### src/rtl/i2c_pkg.sv
// Shared I2C target definitions: address width, ACK/NACK bit levels and FSM encoding.
package i2c_pkg;

    localparam int ADDR_W = 7;

    localparam logic ACK  = 1'b0;
    localparam logic NACK = 1'b1;

    localparam logic [2:0] ST_IDLE     = 3'd0;
    localparam logic [2:0] ST_ADDR     = 3'd1;
    localparam logic [2:0] ST_ADDR_ACK = 3'd2;
    localparam logic [2:0] ST_WDATA    = 3'd3;
    localparam logic [2:0] ST_WACK     = 3'd4;
    localparam logic [2:0] ST_RDATA    = 3'd5;
    localparam logic [2:0] ST_RACK     = 3'd6;
    localparam logic [2:0] ST_IGNORE   = 3'd7;

    // Bit offset of payload byte idx, byte 0 being the most significant; out-of-range maps to 0.
    function automatic int byte_lsb(input int nbytes, input int idx);
        if (idx >= nbytes) begin
            return 0;
        end
        return (nbytes - 1 - idx) * 8;
    endfunction

endpackage

### src/rtl/i2c_bus_edge.sv
// Samples SCL/SDA once and flags SCL rise/fall plus START/STOP, all combinational against the live inputs.
// No backpressure: strobes are single-cycle and must be consumed on the cycle they appear.
module i2c_bus_edge (
    input  logic clk_i,
    input  logic rst_i,
    input  logic scl_i,
    input  logic sda_i,
    input  logic sda_oe_i,
    output logic scl_rise_o,
    output logic scl_fall_o,
    output logic start_o,
    output logic stop_o
);

    logic scl_q;
    logic sda_q;

    always_ff @(posedge clk_i) begin
        if (!rst_i) begin
            scl_q <= 1'b1;
            sda_q <= 1'b1;
        end else begin
            scl_q <= scl_i;
            sda_q <= sda_i;
        end
    end

    assign scl_rise_o = scl_i & ~scl_q;
    assign scl_fall_o = ~scl_i & scl_q;
    assign start_o    = sda_oe_i & scl_i & sda_q & ~sda_i;
    assign stop_o     = sda_oe_i & scl_i & ~sda_q & sda_i;

endmodule

### src/rtl/i2c_target_nbyte.sv
// I2C target with a fixed DATA_BYTES payload: commits a write after the last ACKed byte, streams RD_DATA on reads.
// Bus timing is set by the controller; the only flow control is ACK/NACK on the bus.
module i2c_target_nbyte
    import i2c_pkg::*;
#(
    parameter int DATA_BYTES = 2
) (
    input  logic                    clk,
    input  logic                    rst,
    input  logic [ADDR_W-1:0]       I2C_ADDR,
    input  logic [8*DATA_BYTES-1:0] RD_DATA,
    input  logic                    SCL,
    input  logic                    SDA_OUT,
    input  logic                    SDA_OE,
    output logic                    SDA_IN,
    output logic [8*DATA_BYTES-1:0] WR_DATA,
    output logic                    WR_VALID,
    output logic                    RD_LOAD,
    output logic                    BUSY
);

    localparam int         OFF_W    = (DATA_BYTES > 1) ? $clog2(8 * DATA_BYTES) : 3;
    localparam logic [3:0] NBYTES   = 4'(DATA_BYTES);
    localparam logic [3:0] LAST_IDX = 4'(DATA_BYTES - 1);

    logic scl_rise, scl_fall, start, stop;

    i2c_bus_edge u_edge (
        .clk_i      (clk),
        .rst_i      (rst),
        .scl_i      (SCL),
        .sda_i      (SDA_OUT),
        .sda_oe_i   (SDA_OE),
        .scl_rise_o (scl_rise),
        .scl_fall_o (scl_fall),
        .start_o    (start),
        .stop_o     (stop)
    );

    logic [2:0]              state_q,    state_d;
    logic [2:0]              bit_cnt_q,  bit_cnt_d;
    logic [3:0]              byte_idx_q, byte_idx_d;
    logic [6:0]              shift_q,    shift_d;
    logic                    rw_q,       rw_d;
    logic                    sda_in_q,   sda_in_d;
    logic                    busy_q,     busy_d;
    logic                    wr_valid_q, wr_valid_d;
    logic                    rd_load_q,  rd_load_d;
    logic [8*DATA_BYTES-1:0] rd_buf_q,   rd_buf_d;
    logic [8*DATA_BYTES-1:0] wr_buf_q,   wr_buf_d;
    logic [8*DATA_BYTES-1:0] wr_data_q,  wr_data_d;

    logic [OFF_W-1:0] byte_off;
    logic [7:0]       rx_byte;
    logic [7:0]       rd_byte;

    assign byte_off = OFF_W'(byte_lsb(DATA_BYTES, int'(byte_idx_q)));
    assign rx_byte  = {shift_q, SDA_OUT};
    assign rd_byte  = rd_buf_q[byte_off +: 8];

    always_comb begin
        state_d    = state_q;
        bit_cnt_d  = bit_cnt_q;
        byte_idx_d = byte_idx_q;
        shift_d    = shift_q;
        rw_d       = rw_q;
        sda_in_d   = sda_in_q;
        busy_d     = busy_q;
        wr_valid_d = 1'b0;
        rd_load_d  = 1'b0;
        rd_buf_d   = rd_buf_q;
        wr_buf_d   = wr_buf_q;
        wr_data_d  = wr_data_q;

        // START outranks STOP and any coincident SCL edge.
        if (start) begin
            state_d    = ST_ADDR;
            bit_cnt_d  = 3'd0;
            byte_idx_d = 4'd0;
            sda_in_d   = NACK;
        end else if (stop) begin
            state_d    = ST_IDLE;
            bit_cnt_d  = 3'd0;
            byte_idx_d = 4'd0;
            sda_in_d   = NACK;
            busy_d     = 1'b0;
        end else begin
            case (state_q)
                ST_ADDR: begin
                    if (scl_rise) begin
                        shift_d   = {shift_q[5:0], SDA_OUT};
                        bit_cnt_d = bit_cnt_q + 3'd1;
                        if (bit_cnt_q == 3'd7) begin
                            if (shift_q == I2C_ADDR) begin
                                state_d = ST_ADDR_ACK;
                                busy_d  = 1'b1;
                                rw_d    = SDA_OUT;
                                if (SDA_OUT) begin
                                    rd_buf_d  = RD_DATA;
                                    rd_load_d = 1'b1;
                                end
                            end else begin
                                state_d = ST_IGNORE;
                                busy_d  = 1'b0;
                            end
                        end
                    end
                end
                // In ACK slots the driven level doubles as the phase: first fall starts the slot, second ends it.
                ST_ADDR_ACK: begin
                    if (scl_fall) begin
                        if (sda_in_q == NACK) begin
                            sda_in_d = ACK;
                        end else begin
                            bit_cnt_d  = 3'd0;
                            byte_idx_d = 4'd0;
                            state_d    = rw_q ? ST_RDATA : ST_WDATA;
                            sda_in_d   = rw_q ? rd_byte[7] : NACK;
                        end
                    end
                end
                ST_WDATA: begin
                    if (scl_rise) begin
                        shift_d   = {shift_q[5:0], SDA_OUT};
                        bit_cnt_d = bit_cnt_q + 3'd1;
                        if (bit_cnt_q == 3'd7) begin
                            if (byte_idx_q < NBYTES) begin
                                wr_buf_d[byte_off +: 8] = rx_byte;
                                state_d = ST_WACK;
                            end else begin
                                state_d = ST_IGNORE;
                            end
                        end
                    end
                end
                ST_WACK: begin
                    if (scl_fall) begin
                        if (sda_in_q == NACK) begin
                            sda_in_d = ACK;
                        end else begin
                            sda_in_d   = NACK;
                            state_d    = ST_WDATA;
                            byte_idx_d = byte_idx_q + 4'd1;
                            if (byte_idx_q == LAST_IDX) begin
                                wr_data_d  = wr_buf_q;
                                wr_valid_d = 1'b1;
                            end
                        end
                    end
                end
                ST_RDATA: begin
                    if (scl_rise) begin
                        bit_cnt_d = bit_cnt_q + 3'd1;
                        if (bit_cnt_q == 3'd7) begin
                            state_d = ST_RACK;
                        end
                    end else if (scl_fall) begin
                        sda_in_d = rd_byte[3'd7 - bit_cnt_q];
                    end
                end
                ST_RACK: begin
                    if (scl_fall) begin
                        sda_in_d = NACK;
                    end else if (scl_rise) begin
                        if (SDA_OE && (SDA_OUT == ACK)) begin
                            state_d   = ST_RDATA;
                            bit_cnt_d = 3'd0;
                            if (byte_idx_q == LAST_IDX) begin
                                byte_idx_d = 4'd0;
                                rd_buf_d   = RD_DATA;
                                rd_load_d  = 1'b1;
                            end else begin
                                byte_idx_d = byte_idx_q + 4'd1;
                            end
                        end else begin
                            state_d  = ST_IGNORE;
                            sda_in_d = NACK;
                        end
                    end
                end
                ST_IGNORE: sda_in_d = NACK;
                default:   sda_in_d = NACK;
            endcase
        end
    end

    always_ff @(posedge clk) begin
        if (!rst) begin
            state_q    <= ST_IDLE;
            bit_cnt_q  <= 3'd0;
            byte_idx_q <= 4'd0;
            shift_q    <= '0;
            rw_q       <= 1'b0;
            sda_in_q   <= NACK;
            busy_q     <= 1'b0;
            wr_valid_q <= 1'b0;
            rd_load_q  <= 1'b0;
            rd_buf_q   <= '0;
            wr_buf_q   <= '0;
            wr_data_q  <= '0;
        end else begin
            state_q    <= state_d;
            bit_cnt_q  <= bit_cnt_d;
            byte_idx_q <= byte_idx_d;
            shift_q    <= shift_d;
            rw_q       <= rw_d;
            sda_in_q   <= sda_in_d;
            busy_q     <= busy_d;
            wr_valid_q <= wr_valid_d;
            rd_load_q  <= rd_load_d;
            rd_buf_q   <= rd_buf_d;
            wr_buf_q   <= wr_buf_d;
            wr_data_q  <= wr_data_d;
        end
    end

    assign SDA_IN   = sda_in_q;
    assign WR_DATA  = wr_data_q;
    assign WR_VALID = wr_valid_q;
    assign RD_LOAD  = rd_load_q;
    assign BUSY     = busy_q;

endmodule

### config.mk
export PLATFORM = sky130hd
export DESIGN_NAME = i2c_target_nbyte
export DESIGN_NICKNAME = d
export VERILOG_FILES = /design/src/rtl/i2c_pkg.sv /design/src/rtl/i2c_bus_edge.sv /design/src/rtl/i2c_target_nbyte.sv
export SDC_FILE = /design/constraint.sdc
export NUM_CORES = 1
export LEC_CHECK = 0
export CAP_MARGIN = 25
export CORE_UTILIZATION = 47
export DETAILED_ROUTE_END_ITERATION = 7
export HOLD_SLACK_MARGIN = 0.12
export PLACE_DENSITY = 0.75
export REMOVE_ABC_BUFFERS = 1
export SLEW_MARGIN = 25
export SYNTH_ARGS = -nofsm -noshare
export SYNTH_HDL_FRONTEND = slang
export SYNTH_SLANG_ARGS = --single-unit
### constraint.sdc
create_clock -name clk -period 2 [get_ports clk]
set_input_delay 0.4 -clock clk [delete_from_list [all_inputs] [get_ports clk]]
set_output_delay 0.4 -clock clk [all_outputs]
set_load 0.1 [all_outputs]
After elaboration in Yosys (flattened, before gate mapping)

Index checks and enable logic that the tools add are counted.

Output and inout port bits: 20
Word-level logic and storage cells: 184
Input bits: 28
Bits in registers: 72

Multiplexer cells: 74
$add $sub $neg: 5
Shift operators: 3
Magnitude comparators: 3
Eq/ne operators: 42
Reduce and logical (&&, ||, !) cells: 24
Bitwise operators: 18

Operator list:

| kind                     | count |
|---|---|
| $mux W16                 | 8 |
| $mux W3                  | 20 |
| $ne A4 B4 Y1 const B     | 12 |
| $mux W4                  | 9 |
| $ne A2 B2 Y1 const B     | 18 |
| $pmux W16 S2             | 1 |
| $mux W1                  | 27 |
| $reduce_and A13 Y1       | 2 |
| $pmux W3 S6              | 1 |
| $reduce_and A6 Y1        | 3 |
| $bwmux W16               | 1 |
| $shift A8 B6 Y16 const A | 1 |
| $shiftx A16 B5 Y8        | 1 |
| $shiftx A8 B6 Y16        | 1 |
| $reduce_and A7 Y1        | 2 |
| $eq A3 B3 Y1 const B     | 4 |
| $pmux W4 S3              | 1 |
| $not A1 Y1               | 11 |
| $reduce_and A11 Y1       | 1 |
| $pmux W3 S3              | 1 |
| $reduce_and A4 Y1        | 2 |
| $reduce_and A8 Y1        | 1 |
| $reduce_bool A2 Y1       | 4 |
| $reduce_bool A8 Y1       | 1 |
| other kinds (25)         | 36 |

Depth between registers and ports, before layout

Gate-level depths: netlist of the first run.

Depth after elaboration: 9
Depth in mapped cells: 8
Depth with buffers taken out: 7

By module

From an unflattened synthesis of the first run, not the netlist that was laid out.

Cells, all modules: 363
Area, all modules: 3499.6 µm²

By module, submodules not included:

| module           | sequential area each (µm²) | cells an instance | area each (µm²) | times used |
|---|---|---|---|---|
| i2c_target_nbyte | 1401.3                     | 355               | 3414.5          | 1 |
| i2c_bus_edge     | 40.0                       | 8                 | 85.1            | 1 |

Worst setup path before layout of the first run

No wires, ideal clock.

Kind: register to register
From: register sda_in_q (netlist: SDA_IN)
To: register wr_data_q[10] (netlist: WR_DATA[10])
Setup time: 0.128 ns
Setup slack: -0.067 ns
Data arrival time: 1.940 ns
Data required time: 1.872 ns
Cell stages (with the launch flop): 7
Period minus slack after synthesis: 2.067 ns
Buffers on the path: 2
Path through: dfxtp_1 -> nor2b_1 -> nor4b_1 -> buf_2 -> buf_4 -> mux2i_1 -> nor2_1

Cells in the longest elaborated chain, start to end: 2

RTL lines:

| item                        | RTL line                | text |
|---|---|---|
| from (decl)                 | i2c_target_nbyte.sv:45  | `logic sda_in_q, sda_in_d;` |
| from (signal assigned)      | i2c_target_nbyte.sv:207 | `sda_in_q <= sda_in_d;` |
| $not A1 Y1 (no line)        | -                       |  |
| $reduce_and A6 Y1 (no line) | -                       |  |
| to (signal assigned)        | i2c_target_nbyte.sv:213 | `wr_data_q <= wr_data_d;` |
| to (decl)                   | i2c_target_nbyte.sv:51  | `logic [8*DATA_BYTES-1:0] wr_data_q, wr_data_d;` |

Every way passes these cells.
A chain may end at the register's enable or synchronous reset.

Worst setup path after layout of the first run

From: input port SDA_OE
To: register wr_data_q[9] (netlist: WR_DATA[9])

Cells in the longest elaborated chain, start to end: 5
Elaborated cells on any way between the ends: 8
Those cells by class: bitwise: 7; reduce/logical: 1

RTL lines:

| item                                                 | RTL line                               | text |
|---|---|---|
| from (decl)                                          | i2c_target_nbyte.sv:14                 | `input logic SDA_OE,` |
| $and A1 B1 Y1 (*)                                    | i2c_bus_edge.sv:30, i2c_bus_edge.sv:31 |  |
| $and A1 B1 Y1, on equally long branches (2 in a row) | i2c_bus_edge.sv:31, i2c_bus_edge.sv:30 |  |
| $not A1 Y1 (no line)                                 | -                                      |  |
| $reduce_and A6 Y1 (no line) (*)                      | -                                      |  |

Every way passes the cells marked *; elsewhere a longest branch is shown, timed or not.

==> summary.md, run 1 <==
| Metric | Value |
|---|---|
| CTS Buf Count | 9 |
| Hold Crit Depth | 3 |
| Final Skew | 8.68 ps |
| Achievable Freq | 502 MHz |
| Max FO, Critical Path | 8 |
| Io pins | 48 |
| Number of global-route vias before repair | 3,069 |
| WL final | 8.93 mm |
| Hold Startpoint | SCL |
| Ratio of cells with drive above 1 in the final layout | 23.7% |
| Crit-path cells | clkdlybuf4s50_1 > nand2_2 > buf_6 > nor2_1 > nor4b_4 > buf_4 > clkbuf_16 > mux2i_1 > nor2_1 |
| Pwr Density | 637 nW/µm² |
| Reg-to-reg endpoint | WR_DATA[9]$_SDFFE_PN0P_ |
| Tot GR Track Use | 23.4% |
| Vias per cell | 5.41 |
| Die H | 88.2 µm |
| Status | finished clean |
| Syn_area_per_cell | 8.92 µm² |
| Clk sinks | 72 |
| Most used DFF post-synth | dfxtp_1 |
| Initial antenna violation count | 0 |
| Routed WL per cell | 15.4 µm |
| Worst slew margin | 74.3% |
| Unrepaired setup endpoints after global routing | yes |
| Ratio of final minimum period to clock period | 99.6% |
| Area Overhead vs Synth | 36.1% |
| Slew Viols, Final | 0 |
| Global-route wire length before repair | 14.0 mm |
| Maximum vdd drop | 0.430 mV |
| Clk buf depth | 2 |
| Top cells by count, synth | 72 x dfxtp_1, 57 x nor2_1, 48 x mux2i_1, 27 x o21ai_0, 25 x a21oi_1 |
| WP data arrival | 2230 ps |
| # DRC | 0 |
| Final min period | 1990 ps |
| Fill cells | 590 |
| CP bufs+invs | 4 |
| Width of the die | 88.2 µm |
| Max Cap Viol | 0 |
| Reg2Reg Setup Slack | 70 ps |
| Critical path depth | 9 |
| Worst r2r path cells | 8 |
| PortBufs | 47 |
| Reg2reg start | byte_idx_q[3]$_SDFFE_PP0P_ |
| Top Family by Delay on Critical Path | buffers and inverters |
| Setup TNS | 0 ps |
| Syn Inst Count | 391 |
| Fraction of registers with async set/reset | 0% |
| Critical-path top delay cell | clkdlybuf4s50_1 |
| Clock Pin Slew Worst Setup and Hold Paths | 80 ps |
| Final nets | 510 |
| Count leader, synth | dfxtp_1 |
| Critical path class | input port to flip-flop |
| DRT iter0 DRCs | 161 |
| Worst setup EP type | flip-flop |
| Max stage delay on crit path | 520 ps |
| Final Instance Count excl. Fillers | 580 |
| CTS H-tree lvls | 3 |
| Placement Rows | 31 |
| Min-Delay Path Class | input port to flip-flop |
| Router iterations before antenna repair | 4 |
| CP Launch Type | input port |
| N_diodes | 0 |
| Required time worst endpoint | 2240 ps |
| Largest net degree at the start of global routing | 57 |
| TritonCTS clock tree | built |
| Hold Path Sink | u_edge.scl_q$_SDFF_PN1_ |
| Cell taking the most area after synthesis | dfxtp_1 |
| Cell Area, Synth | 3490 µm² |
| Post-synth top area share | 41.3% |
| Cell variety after synth | 55 |
| Top cells by area, synth | dfxtp_1 41%, mux2i_1 14%, nor2_1 6.1%, o21ai_0 3.9%, a21oi_1 3.6% |
| Critical path's most frequent cell | nor2_1 |
| Antenna-violating nets left | 0 |
| Gr ovfl total | 0 |
| Total number of yosys warnings | 0 |
| Core area | 7210 µm² |
| Setup violations, final | 0 |
| Full die area | 7770 µm² |
| Initial core utilization | 48.4% |
| Dpl hpwl | 6.15 mm |
| Final Hold Violating Endpoints | 0 |
| CTS root buf | clkbuf_8 |
| Post-synthesis register bit count | 72 |
| Dpl cells | 561 |
| RD Place Congestion | 0.893 |
| Leakage | 1.95 nW |
| Register area share after synthesis | 41.3% |
| Worst slew pin tran | 386 ps |
| Clock latency on the worst-skew pair | 350 ps |
| Vias | 3,135 |
| EDFF count, synth | 0 |
## metal layers
metal  global-route usage (%)  vias up  routed length [µm]
li1                         -     1566                   -
met1                     30.0     1505                4070
met2                     39.5       55                4450
met3                     5.00        9                 296
met4                     6.60        0                 108
met5                        0        -                   0
## cells in the final DEF (no fill, tap or decap), types with 5 or more instances in the layout
cell type,instances
mux2i_1,46
nand2_1,13
buf_12,5
and3_1,5
a21oi_1,24
buf_4,63
o21ai_0,27
dfxtp_1,70
clkdlybuf4s50_1,25
clkbuf_8,9
nor2_1,57
nor3b_1,5
xnor2_1,10
inv_1,7
nand3_1,24
## area by class of cell
class                   instances  area (µm²)  share of cell area (%)
flip-flops and latches         72        1440                    30.4
repair buffers                 98         910                    19.2
well taps                      99         124                    2.61
clock inverters                 7        95.1                    2.00
clock buffers                   9         124                    2.61
multi-input cells             287        2020                    42.6
inverters                       8        30.0                   0.632
## worst max path at each step
stage	from	end	slack (ps)
final	SDA_OE	WR_DATA[9]$_SDFFE_PN0P_	9
after global routing	SDA_OE	WR_DATA[2]$_SDFFE_PN0P_	-80
after CTS	SCL	wr_buf_q[7]$_SDFFE_PN0P_	4
after detailed placement	SCL	byte_idx_q[1]$_SDFFE_PP0P_	-540
after global placement	SCL	byte_idx_q[0]$_SDFFE_PP0P_	-470
after floorplan	SDA_IN$_SDFFE_PP1P_	WR_DATA[0]$_SDFFE_PN0P_	-2080
## flip-flops by register name, summed over array words and instances (netlist names)
signal        flops
byte_idx_q        4
WR_VALID          1
rw_q              1
wr_buf_q         16
bit_cnt_q         3
WR_DATA          16
u_edge.scl_q      1
u_edge.sda_q      1
BUSY              1
rd_buf_q         16
state_q           3
shift_q           7
SDA_IN            1
RD_LOAD           1
## where the power goes
| group | internal [mW] | switching, mW | leakage [nW] |
|---|---|---|---|
| Sequential | 1.44 | 0.0152 | 0.582 |
| Clock | 0.704 | 0.573 | 0.110 |
| Combinational | 0.148 | 0.145 | 1.26 |
| Total | 2.29 | 0.734 | 1.95 |
## worst reg2reg max path, stage by stage (launching register included)
cell and delay [ps]:
dfxtp_1 340, buf_4 150, nor2_1 170, nand3_1 190, nor4b_4 340, buf_4 230
clkbuf_16 170, mux2i_1 200, nor2_1 50
## metrics by stage
stage                     power, mW  hold slack, ps  utilization (%)  instance area (µm²)  setup slack, ps
final                          3.03             319             65.8                 4750             8.76
after global routing           3.14             326             65.8                 4750            -82.1
after CTS                      3.04             468             64.4                 4650             3.87
after detailed placement       1.76             454             60.5                 4360             -538
after global placement         1.76             446             60.5                 4360             -474
after floorplan                1.61             439                -                 3390            -2080
## timing repair
action	4_1_cts	5_1_grt
gates cloned	0	2
pin swaps	1	3
endpoints found under the setup margin	48	58
hold buffers	0	0
buffers inserted	0	1
gates resized for setup	13	12
## cell families after synthesis
group | count (synthesis) | share of synthesized area (%)
fa+ha+maj | 6 | 2.15
buf+inv | 32 | 3.73
flops | 72 | 41.3
mux | 49 | 14.5
compound gates | 78 | 13.7
xor+xnor | 12 | 3.23
simple gates | 142 | 21.4
Power figures use the tool's default switching activity.
==> inputs of run 2 (changes only) <==
--- a/config.mk
+++ b/config.mk
@@ -6,10 +6,13 @@
 export NUM_CORES = 1
 export LEC_CHECK = 0
 export CAP_MARGIN = 25
-export CORE_UTILIZATION = 47
+export CELL_PAD_IN_SITES_DETAIL_PLACEMENT = 0
+export CELL_PAD_IN_SITES_GLOBAL_PLACEMENT = 2
+export CORE_UTILIZATION = 30
 export DETAILED_ROUTE_END_ITERATION = 7
+export GPL_ROUTABILITY_DRIVEN = 0
 export HOLD_SLACK_MARGIN = 0.12
-export PLACE_DENSITY = 0.75
+export PLACE_DENSITY = 0.77
 export REMOVE_ABC_BUFFERS = 1
 export SLEW_MARGIN = 25
 export SYNTH_ARGS = -nofsm -noshare
==> run 2 against run 1 <==
  * Setup slack better by 130 ps
  * Via count is 1.7% lower
  * Sequential cell count stayed put
  * Maximum frequency is 7.2% higher
==> summary.md, run 2 (synthesized netlist as in run 1, its figures left out) <==
| Metric | Value |
|---|---|
| Reg-to-reg endpoint | rd_buf_q[7]$_SDFFE_PN0P_ |
| Worst r2r path cells | 9 (+1) |
| Max FO, Critical Path | 16 (+8) |
| Initial antenna violation count | 0 (unchanged) |
| Ratio of final minimum period to clock period | 92.9% (-6.6 points) |
| Post-CTS setup repair buffer count | 0 (unchanged) |
| Clock Pin Slew Worst Setup and Hold Paths | 50 ps (-30 ps) |
| Worst hold slack | 463 ps (+144 ps) |
| Reg2reg start | byte_idx_q[1]$_SDFFE_PP0P_ |
| Unrepaired setup endpoints after global routing | no |
| CTS Buf Count | 9 (unchanged) |
| Tot GR Track Use | 16.4% (-6.9 points) |
| Pwr Density | 669 nW/µm² (+4.9%) |
| Min-Delay Path Class | flip-flop to flip-flop |
| Final Skew | 6.64 ps (-2.04 ps) |
| CTS root buf | clkbuf_16 |
| Number of global-route vias before repair | 3,047 (-0.72%) |
| Routed WL per cell | 14.3 µm (-7.4%) |
| Worst slew margin | 69.2% (-5.1 points) |
| Leakage | 2.00 nW (+2.9%) |
| Hold Startpoint | rd_buf_q[10]$_SDFFE_PN0P_ |
| # DRC | 0 (unchanged) |
| Achievable Freq | 538 MHz (+7.2%) |
| WL final | 8.98 mm (+0.63%) |
| Clock latency on the worst-skew pair | 330 ps (-20 ps) |
| Required time worst endpoint | 2210 ps (-30 ps) |
| Width of the die | 110 µm (+25%) |
| Full die area | 12,100 µm² (+55%) |
| Final Hold Violating Endpoints | 0 (unchanged) |
| Dpl hpwl | 6.53 mm (+6.2%) |
| Hold Path Sink | rd_buf_q[10]$_SDFFE_PN0P_ |
| Vias | 3,082 (-1.7%) |
| Cell area after layout | 4850 µm² (+2.1%) |
| DRT iter0 DRCs | 101 (-37%) |
| Antenna-violating nets left | 0 (unchanged) |
| Slew Viols, Final | 0 (unchanged) |
| Largest net degree at the start of global routing | 57 (unchanged) |
| Initial core utilization | 30.7% (-18 points) |
| N_diodes | 0 (unchanged) |
| Critical path class | flip-flop to flip-flop |
| Ratio of cells with drive above 1 in the final layout | 23.6% (-0.087 points) |
| Gr ovfl total | 0 (unchanged) |
| Most frequent cells in the layout | 72 x dfxtp_1, 72 x buf_4, 57 x nor2_1 |
| Reg2Reg Setup Slack | 140 ps (+70 ps) |
| Hold Crit Depth | 2 (-1) |
| Total power | 3.24 mW (+7.1%) |
| Clk buf depth | 2 (unchanged) |
| TritonCTS clock tree | built |
| Placement Rows | 39 (+26%) |
| Max Cap Viol | 0 (unchanged) |
| Worst slew pin tran | 462 ps (+76.0 ps) |
| Worst setup EP type | flip-flop |
| CTS H-tree lvls | 3 (unchanged) |
| WP data arrival | 2060 ps (-170 ps) |
| PortBufs | 47 (unchanged) |
| Maximum vdd drop | 0.335 mV (-22%) |
| Final min period | 1860 ps (-133 ps) |
| Die H | 110 µm (+25%) |
| Dpl cell area | 4490 µm² (+2.8%) |
| Final Util | 42.7% (-23 points) |
| Setup violations, final | 0 (unchanged) |
| Router iterations before antenna repair | 4 (unchanged) |
| Vias per cell | 4.89 (-9.5%) |
| Io pins | 48 (unchanged) |
| CP Launch Type | flip-flop |
| Core area | 11,400 µm² (+58%) |
| Area Overhead vs Synth | 39.0% |
| Final nets | 516 (+1.2%) |
| Status | finished clean |
| Global-route wire length before repair | 15.1 mm (+7.6%) |
| Clk sinks | 72 (unchanged) |
[run 2: power breakdown]
group	internal, mW	total [mW]	switching (mW)	leakage [nW]
logic	0.156	0.300	0.145	1.29
registers	1.44	1.46	0.0179	0.581
clock network	0.871	1.48	0.611	0.136
[run 2: through the flow]
step | setup TNS, ps | worst slack, ps | std cells
floorplan | -38980 | -2080 | 367
global placement | -27280 | -533 | 614
detailed placement | -26710 | -542 | 614
CTS | 0 | 11.2 | 630
global route | 0 | 2.58 | 630
finish | 0 | 142 | 630
[run 2: how the worst max path moves through the flow]
| stage | end | cells after the start | startpoint |
|---|---|---|---|
| floorplan | WR_DATA[0]$_SDFFE_PN0P_ | 4 | SDA_IN$_SDFFE_PP1P_ |
| global placement | rd_buf_q[5]$_SDFFE_PN0P_ | 10 | SCL |
| detailed placement | rd_buf_q[7]$_SDFFE_PN0P_ | 10 | SCL |
| CTS | wr_buf_q[9]$_SDFFE_PN0P_ | 9 | SDA_OUT |
| global route | state_q[0]$_SDFFE_PN0P_ | 9 | SCL |
| finish | rd_buf_q[7]$_SDFFE_PN0P_ | 9 | byte_idx_q[1]$_SDFFE_PP0P_ |
[run 2: layout make-up]
type	instances	area, µm²
clock buffer	11	243
clock inverter	5	31.3
fill	1147	6520
inverter	8	30.0
multi-input combinational	287	2010
sequential	72	1440
tap	143	179
timing repair buffer	104	915
[run 2: routing by layer]
layer  up-vias  track usage (%)  wire length (µm)
li1       1582                -                 -
met1      1434             22.3              4530
met2        48             25.4              4060
met3        18             2.02               186
met4         0             8.38               205
met5         -                0                 0
[run 2: repair_timing]
item,4_1_cts,5_1_grt
cloned,0,0
pin swaps,2,1
endpoints found under the hold margin,0,0
setup endpoints to repair,57,51
hold buffers,0,0
gates resized for setup,18,6
[run 2: worst max-delay path: stages, from the launching register on]
cell and delay, ps:
dfxtp_1 350, inv_2 90, ha_1 170, or3b_4 400
nor3_4 180, buf_4 130, nand2_1 50, buf_4 180
nand3_1 110, a21oi_1 70
==> inputs of run 3 (changes only) <==
--- a/config.mk
+++ b/config.mk
@@ -8,10 +8,10 @@
 export CAP_MARGIN = 25
 export CELL_PAD_IN_SITES_DETAIL_PLACEMENT = 0
 export CELL_PAD_IN_SITES_GLOBAL_PLACEMENT = 2
-export CORE_UTILIZATION = 30
+export CORE_UTILIZATION = 35
 export DETAILED_ROUTE_END_ITERATION = 7
+export DONT_BUFFER_PORTS = 1
 export GPL_ROUTABILITY_DRIVEN = 0
-export HOLD_SLACK_MARGIN = 0.12
 export PLACE_DENSITY = 0.77
 export REMOVE_ABC_BUFFERS = 1
 export SLEW_MARGIN = 25
==> run 3 against run 2 <==
  * Via count shrank 5.7%
  * Sequential power hardly changed
  * Global-route usage is 1.4 points higher
  * Critical endpoint is now SDA_IN$_SDFFE_PP1P_
  * Total power decreased by 14%
  * Setup slack got worse by 42 ps
  * Wire length decreased by 3.8%
==> summary.md, run 3 (synthesized netlist as in run 1, its figures left out) <==
| Metric | Value |
|---|---|
| Setup TNS | 0 ps (unchanged) |
| Gr ovfl total | 0 (unchanged) |
| Final WS setup | 99.8 ps (-41.9 ps) |
| Hold Startpoint | rst |
| Vias per cell | 5.11 (+4.4%) |
| Worst slew margin | 61.4% (-7.7 points) |
| Max FO, Critical Path | 7 (-9) |
| Full die area | 10,400 µm² (-14%) |
| Post-CTS setup repair buffer count | 0 (unchanged) |
| PortBufs | 0 (-100%) |
| Initial core utilization | 35.9% (+5.2 points) |
| Required time worst endpoint | 2240 ps (+30 ps) |
| Worst r2r path cells | 4 (-5) |
| Commonest non-fill, non-tap cell in the layout | dfxtp_1 |
| Worst setup EP type | flip-flop |
| Min-Delay Path Class | input port to flip-flop |
| Area Overhead vs Synth | 20.9% |
| WP data arrival | 2140 ps (+80 ps) |
| Final Hold Violating Endpoints | 0 (unchanged) |
| CTS Buf Count | 9 (unchanged) |
| Routed WL per cell | 15.2 µm (+6.5%) |
| Hold Path Sink | u_edge.scl_q$_SDFF_PN1_ |
| Final Skew | 9.43 ps (+2.79 ps) |
| Clk buf depth | 2 (unchanged) |
| Reg2Reg Setup Slack | 100 ps (-40 ps) |
| Placement Rows | 36 (-7.7%) |
| Dpl hpwl | 6.15 mm (-5.8%) |
| Crit-path cells | mux4_1 > or3b_1 > a311oi_1 > nor3_1 |
| Final min period | 1900 ps (+41.9 ps) |
| Ratio of final minimum period to clock period | 95.0% (+2.1 points) |
| Leakage | 1.69 nW (-15%) |
| Pwr Density | 665 nW/µm² (-0.64%) |
| Dpl cell area | 3990 µm² (-11%) |
| Tot GR Track Use | 17.8% (+1.4 points) |
| WL final | 8.64 mm (-3.8%) |
| Ratio of cells with drive above 1 in the final layout | 19.5% (-4.1 points) |
| Status | finished clean |
| Setup violations, final | 0 (unchanged) |
| Hold Crit Depth | 1 (-1) |
| Initial antenna violation count | 0 (unchanged) |
| Reg-to-reg endpoint | SDA_IN$_SDFFE_PP1P_ |
| Achievable Freq | 526 MHz (-2.2%) |
| N_diodes | 0 (unchanged) |
| CTS H-tree lvls | 3 (unchanged) |
| TritonCTS clock tree | built |
| Vias | 2,907 (-5.7%) |
| Core area | 9730 µm² (-14%) |
| Clk sinks | 72 (unchanged) |
| DRT iter0 DRCs | 96 (-5.0%) |
| Io pins | 48 (unchanged) |
| Number of global-route vias before repair | 2,736 (-10%) |
| CTS root buf | clkbuf_8 |
| # DRC | 0 (unchanged) |
| Final Util | 43.4% (+0.71 points) |
| Critical-path top delay cell | mux4_1 |
| Reg2reg start | bit_cnt_q[0]$_SDFFE_PP0P_ |
| Pre-CTS WS | -70.1 ps (+472 ps) |
| Dpl cells | 554 (-9.8%) |
| Fill cells | 1,032 (-10%) |
| Max stage delay on crit path | 630 ps (+230 ps) |
| Final Instance Count excl. Fillers | 569 (-9.7%) |
| Antenna-violating nets left | 0 (unchanged) |
| Slew Viols, Final | 0 (unchanged) |
| Die H | 102 µm (-7.3%) |
| Largest net degree at the start of global routing | 57 (unchanged) |
| Clock Pin Slew Worst Setup and Hold Paths | 80 ps (+30 ps) |
| Clock latency on the worst-skew pair | 350 ps (+20 ps) |
| Final nets | 466 (-9.7%) |
| Worst slew pin tran | 578 ps (+117 ps) |
| Most frequent cells in the layout | 71 x dfxtp_1, 57 x nor2_1, 52 x buf_4 |
| Router iterations before antenna repair | 4 (unchanged) |
| CP Launch Type | flip-flop |
| Total power | 2.80 mW (-14%) |
| Critical path class | flip-flop to flip-flop |
| Max Cap Viol | 0 (unchanged) |
| Worst hold slack | 118 ps (-345 ps) |
| Global-route wire length before repair | 14.2 mm (-6.1%) |
| Unrepaired setup endpoints after global routing | no |
| Cell area after layout | 4220 µm² (-13%) |
| Maximum vdd drop | 0.266 mV (-21%) |
| Width of the die | 102 µm (-7.3%) |
-- run 3: cell types whose count changed in the layout (fill, tap and decap cells not counted), moves of 2 or more --
| cell | previous run | this run |
|---|---|---|
| clkinv_2 | 3 | 1 |
| dlymetal6s2s_1 | 2 | 0 |
| o21ai_1 | 2 | 0 |
| clkdlybuf4s50_1 | 24 | 0 |
| buf_4 | 72 | 52 |
| clkbuf_8 | 1 | 9 |
| ha_1 | 4 | 6 |
| buf_12 | 5 | 2 |
| o21ai_0 | 25 | 27 |
| clkbuf_16 | 9 | 0 |
-- run 3: cell type report --
| class | count | area [µm²] | area share, % |
|---|---|---|---|
| Sequential cell | 72 | 1440 | 34.2 |
| Inverter | 8 | 30.0 | 0.712 |
| Clock buffer | 9 | 124 | 2.94 |
| Multi-Input combinational cell | 287 | 1960 | 46.4 |
| Timing Repair Buffer | 54 | 430 | 10.2 |
| Clock inverter | 6 | 67.6 | 1.60 |
| Tap cell | 133 | 166 | 3.94 |
-- run 3: how the worst max path moves through the flow --
stage / depth (start not counted) / startpoint / to
2_1_floorplan: 4 / SDA_IN$_SDFFE_PP1P_ / WR_DATA[0]$_SDFFE_PN0P_
3_3_place_gp: 8 / SCL / byte_idx_q[1]$_SDFFE_PP0P_
3_5_place_dp: 8 / SCL / byte_idx_q[1]$_SDFFE_PP0P_
4_1_cts: 6 / bit_cnt_q[0]$_SDFFE_PP0P_ / rd_buf_q[3]$_SDFFE_PN0P_
5_1_grt: 7 / byte_idx_q[1]$_SDFFE_PP0P_ / SDA_IN$_SDFFE_PP1P_
6_report: 4 / bit_cnt_q[0]$_SDFFE_PP0P_ / SDA_IN$_SDFFE_PP1P_
-- run 3: routing by layer --
layer  global-route usage [%]  wire (µm)  part of all wire, %
met4                     4.29         82                 0.95
met1                     24.1       4160                   48
met5                        0          0                    0
met3                     5.13        394                  4.6
met2                     28.0       4000                   46
-- run 3: power breakdown --
group | internal, mW | leakage (nW) | switching (mW)
Clock | 0.576 | 0.0921 | 0.579
Combinational | 0.0777 | 1.02 | 0.120
Sequential | 1.44 | 0.581 | 0.0105
Total | 2.09 | 1.69 | 0.710
-- run 3: timing repair --
item,4_1_cts,5_1_grt
endpoints found under the setup margin,0,25
gates resized for setup,0,8
endpoints found under the hold margin,0,0
hold buffers,0,0
-- run 3: critical path: cells and delay by family, from the launching register on --
family	cells	cell delay [ps]
compound gates	1	240
flops	1	480
mux	1	630
simple gates	2	450
